<file path="config.mk">
export PLATFORM = sky130hd
export DESIGN_NAME = gpio_in_debounce
export DESIGN_NICKNAME = d
export VERILOG_FILES = /design/src/rtl/gpio_in_pkg.sv /design/src/rtl/debounce_bit.sv /design/src/rtl/gpio_in_debounce.sv
export SDC_FILE = /design/constraint.sdc
export NUM_CORES = 1
export LEC_CHECK = 0
export BUFFER_PORTS_ARGS = -buffer_cell sky130_fd_sc_hd__clkbuf_2
export CORE_ASPECT_RATIO = 1.75
export CORE_UTILIZATION = 35
export CTS_CLUSTER_DIAMETER = 60
export DETAILED_ROUTE_END_ITERATION = 12
export GPL_TIMING_DRIVEN = 0
export PLACE_DENSITY = 0.6
export SLEW_MARGIN = 20
export SYNTH_ARGS = -nofsm -noshare
export SYNTH_HDL_FRONTEND = slang
export SYNTH_SLANG_ARGS = --single-unit
</file>
<file path="constraint.sdc">
create_clock -name clk_i -period 7.2 [get_ports clk_i]
set_input_delay 1.08 -clock clk_i [delete_from_list [all_inputs] [get_ports clk_i]]
set_output_delay 1.08 -clock clk_i [all_outputs]
set_load 0.01 [all_outputs]
</file>
<file path="src/rtl/gpio_in_pkg.sv">
// Shared defaults and helpers for the GPIO input debouncer.
package gpio_in_pkg;

    localparam int unsigned GPIO_TICK_DIV_DEFAULT     = 100000;
    localparam int unsigned GPIO_STABLE_TICKS_DEFAULT = 8;

    // Counter width able to hold 0..stable_ticks.
    function automatic int unsigned cnt_width(input int unsigned stable_ticks);
        return $clog2(stable_ticks + 1);
    endfunction

endpackage

</file>
<file path="src/rtl/debounce_bit.sv">
// One switch line: 2-flop synchroniser, tick-qualified stability counter
// and registered rise/fall pulses.
module debounce_bit
    import gpio_in_pkg::*;
#(
    parameter int unsigned STABLE_TICKS = GPIO_STABLE_TICKS_DEFAULT
) (
    input  logic clk_i,
    input  logic arst_i,
    input  logic raw_i,
    input  logic tick_i,
    output logic db_o,
    output logic rise_o,
    output logic fall_o
);

    localparam int unsigned    CW   = cnt_width(STABLE_TICKS);
    localparam logic [CW-1:0]  LAST = CW'(STABLE_TICKS - 1);

    logic          r_meta;
    logic          r_sync;
    logic          r_db;
    logic          r_rise;
    logic          r_fall;
    logic [CW-1:0] r_cnt;

    always_ff @(posedge clk_i or posedge arst_i) begin
        if (arst_i) begin
            r_meta <= 1'b0;
            r_sync <= 1'b0;
            r_db   <= 1'b0;
            r_rise <= 1'b0;
            r_fall <= 1'b0;
            r_cnt  <= '0;
        end else begin
            r_meta <= raw_i;
            r_sync <= r_meta;
            r_rise <= 1'b0;
            r_fall <= 1'b0;
            // Any agreement restarts the count, so only an unbroken run of mismatching ticks is accepted.
            if (r_sync == r_db) begin
                r_cnt <= '0;
            end else if (tick_i) begin
                if (r_cnt == LAST) begin
                    r_db   <= r_sync;
                    r_cnt  <= '0;
                    r_rise <= r_sync;
                    r_fall <= ~r_sync;
                end else begin
                    r_cnt <= r_cnt + 1'b1;
                end
            end
        end
    end

    assign db_o   = r_db;
    assign rise_o = r_rise;
    assign fall_o = r_fall;

endmodule

</file>
<file path="src/rtl/gpio_in_debounce.sv">
// Debounced GPIO input block: shared tick prescaler, WIDTH debounce_bit lines,
// change strobe and optional sticky IRQ (enabled by GPIO_DEBOUNCE_IRQ_EN).
module gpio_in_debounce
    import gpio_in_pkg::*;
#(
    parameter int unsigned WIDTH        = 16,
    parameter int unsigned TICK_DIV     = GPIO_TICK_DIV_DEFAULT,
    parameter int unsigned STABLE_TICKS = GPIO_STABLE_TICKS_DEFAULT
) (
    input  logic             clk_i,
    input  logic             arst_i,
    input  logic [WIDTH-1:0] raw_i,
    output logic [WIDTH-1:0] db_o,
    output logic [WIDTH-1:0] rise_o,
    output logic [WIDTH-1:0] fall_o,
    output logic             changed_o,
    output logic             irq_o,
    input  logic             irq_clr_i
);

    localparam int unsigned TW = $clog2(TICK_DIV);

    logic [TW-1:0] r_tick_cnt;
    logic          w_tick;

    assign w_tick = (r_tick_cnt == TW'(TICK_DIV - 1));

    always_ff @(posedge clk_i or posedge arst_i) begin
        if (arst_i) begin
            r_tick_cnt <= '0;
        end else if (w_tick) begin
            r_tick_cnt <= '0;
        end else begin
            r_tick_cnt <= r_tick_cnt + 1'b1;
        end
    end

    for (genvar g = 0; g < WIDTH; g++) begin : g_bit
        debounce_bit #(
            .STABLE_TICKS(STABLE_TICKS)
        ) u_bit (
            .clk_i  (clk_i),
            .arst_i (arst_i),
            .raw_i  (raw_i[g]),
            .tick_i (w_tick),
            .db_o   (db_o[g]),
            .rise_o (rise_o[g]),
            .fall_o (fall_o[g])
        );
    end

    assign changed_o = |(rise_o | fall_o);

`ifdef GPIO_DEBOUNCE_IRQ_EN
    logic r_irq;

    // Set has priority so a change coinciding with a clear is never lost.
    always_ff @(posedge clk_i or posedge arst_i) begin
        if (arst_i) begin
            r_irq <= 1'b0;
        end else if (changed_o) begin
            r_irq <= 1'b1;
        end else if (irq_clr_i) begin
            r_irq <= 1'b0;
        end
    end

    assign irq_o = r_irq;
`else
    logic w_unused_irq_clr;

    assign w_unused_irq_clr = irq_clr_i;
    assign irq_o            = 1'b0;
`endif

endmodule
</file>
==> impl_metrics.json <==
{
  "finalHoldViolCount": 0,
  "synth_ff_type": "dfrtp_1",
  "path_clk_slew_ps": 70,
  "syn_avg_cell_area_um2": 10.9,
  "synth_nets": 681,
  "slowest_delay_ps": 440,
  "r2r-start": "r_tick_cnt[0]$_DFF_PP0_",
  "netlist_area_mm2": 0.00702,
  "critical_path_buf_inv_count": 1,
  "vias": 4919,
  "crit_chain": "nor4_1 -> nand4_1 -> or2_2 -> clkbuf_2",
  "power.density_mw_per_mm2": 227,
  "cts_tree": "yes",
  "postRouteAntennaNets": 0,
  "cts_made_buffers": 17,
  "fillCellCount": 1874,
  "wirelength_um": 14600,
  "antenna_found_initial": 0,
  "grt_pass1_wl_um": 24700,
  "initial_core_util_pct": 35.7,
  "power_leakage_nw": 3.81,
  "clock_latency_ps": 430,
  "yosysWarnings": 0,
  "ys_types": 30,
  "cp-start-kind": "register",
  "synth.ff_latch_count": 161,
  "place_area_mm2": 0.00769,
  "drv_cap": 0,
  "cp_max_fo": 2,
  "setup_violations": 0,
  "firstDrtPassIters": 4,
  "design_area_mm2": 0.00831,
  "fin_skew_ps": 11.4,
  "rows": 68,
  "finalCriticalPeriod_ps": 3100,
  "hpwl_um": 10200,
  "ir_drop_v": 0.000120,
  "totalNegativeSetupSlack_ps": 0,
  "drt_iter0_drc": 184,
  "wire_per_inst_um": 14.7,
  "crit_slowest_cell": "nor4_1",
  "hold_class": "register to register",
  "hold_buffers": 0,
  "crit_type": "register to output port",
  "diodes": 0,
  "fp.dieArea_mm2": 0.0207,
  "max_freq_ghz": 0.322,
  "layout.nets": 767,
  "portBuffers": 66,
  "grtUsageTotal_pct": 15.6,
  "status": "finished, final reports clean",
  "drive_above_1_share_pct": 23.4,
  "grt_overflow": 0,
  "boundaryPins": 69,
  "cp.arrival_ps": 2020,
  "critPathTopFamily": "simple AND/OR/NAND/NOR gates",
  "fin_ws_ps": 4100,
  "grt_max_degree": 104,
  "post_cts.repair.setup_buffers": 0,
  "yosys-top-cells-area": "dfrtp_1 57%, buf_4 5.2%, a21oi_1 4.7%",
  "via_per_inst": 4.97,
  "synth_edf_count": 0,
  "ys_seq_area_share_pct": 57.4,
  "synth_top_area_cell": "dfrtp_1",
  "cts-root-buf": "clkbuf_16",
  "cts.sinks": 161,
  "synth_top_area_share_pct": 57.4,
  "async_flop_share_pct": 100,
  "coreArea_mm2": 0.0197,
  "area_delta_synth_final_pct": 18.3,
  "total_power_mw": 1.89,
  "cp.required_ps": 6120,
  "clk_path_buf_depth": 2,
  "hp-start": "g_bit[3].u_bit.r_meta$_DFF_PP0_",
  "worst_pin_slew_ps": 745,
  "drc": 0,
  "synthTopCellsByCount": "161 x dfrtp_1, 81 x nand2_1, 66 x a21oi_1",
  "syn_inst": 645,
  "cts_resized": 0,
  "grt_pass1_vias": 5045,
  "period_share_pct": 43.1,
  "htreeDepth": 4,
  "cp-end-kind": "output port",
  "die_h_um": 189,
  "slew_violations": 0,
  "post-place-ws_ps": 4260,
  "yosysMostFrequentCell": "dfrtp_1",
  "die_w_um": 109,
  "rsz0062_at_grt": "no",
  "relSlewSlack_pct": 50.0,
  "cp-startpoint": "g_bit[8].u_bit.fall_o$_DFF_PP0_",
  "gp_congestion": 0.750
}
## final timing paths
path,to,cells after the start,slack (ps)
worst min register to register,g_bit[3].u_bit.r_sync$_DFF_PP0_,0,350
worst min-delay path,g_bit[3].u_bit.r_sync$_DFF_PP0_,0,350
max in group asynchronous,g_bit[4].u_bit.r_cnt[0]$_DFFE_PP0P_,3,5630
worst max-delay path,changed_o,4,4100
worst max register to register,g_bit[14].u_bit.db_o$_DFFE_PP0P_,6,4320
min in group asynchronous,g_bit[15].u_bit.r_sync$_DFF_PP0_,2,660
## state kept, by name, indices dropped and copies added (netlist names)
name,cells
g_bit.u_bit.r_meta,16
g_bit.u_bit.r_cnt,64
g_bit.u_bit.rise_o,16
g_bit.u_bit.db_o,16
g_bit.u_bit.r_sync,16
r_tick_cnt,17
g_bit.u_bit.fall_o,16
## logic make-up after synthesis
kind of cell,after synthesis,share of synthesized area [%]
muxes,16,2.57
AOI/OAI and AO/OA,100,7.20
adders and majority gates,17,3.03
DFF,161,57.4
and+or+nand+nor,237,18.6
buffers and inverters,84,7.54
xor gates and xnor gates,29,3.62
other,1,0.0534
## cells in the final DEF, fill, tap and decap left out, drive strengths merged, types with 17 or more instances in the layout
cell / netlist / final
nand3: 17 / 17
or3: 32 / 32
xnor2: 24 / 24
nor2: 23 / 23
or4: 18 / 18
inv: 19 / 23
nand2: 81 / 81
a21oi: 66 / 66
nor3b: 35 / 35
o21ai: 32 / 32
buf: 53 / 54
clkbuf: 12 / 96
ha: 17 / 17
dfrtp: 161 / 161
## per-stage QoR
stage / util, % / hold WS (ps) / instances
detailed placement: 39.1 / 335 / 957
finish: 42.3 / 348 / 989
floorplan: - / 331 / 645
CTS: 42.2 / 349 / 989
global route: 42.3 / 350 / 989
global placement: 39.0 / 333 / 956
## power breakdown
group	leakage (nW)	switching (mW)	internal [mW]	total (mW)
Combinational	1.36	0.0254	0.00948	0.0349
Sequential	2.16	0.00639	0.914	0.920
Clock	0.292	0.384	0.551	0.935
## layout make-up
class                      instances  area (µm²)  area share (%)
multi-input combinational        400        2470            29.7
inverter                          19        78.8           0.949
buffer                            65         458            5.51
timing repair buffer              67         358            4.31
clock buffer                      18         429            5.17
clock inverter                    14         180            2.17
sequential                       161        4030            48.5
tap                              245         307            3.69
## layer usage
metal,wire [µm],global-route usage [%],vias up
met5,0,0,-
met3,335,3.17,27
met4,411,7.33,0
met2,8060,27.5,76
met1,5750,17.6,2452
li1,-,-,2364
Power figures use the tool's default switching activity.
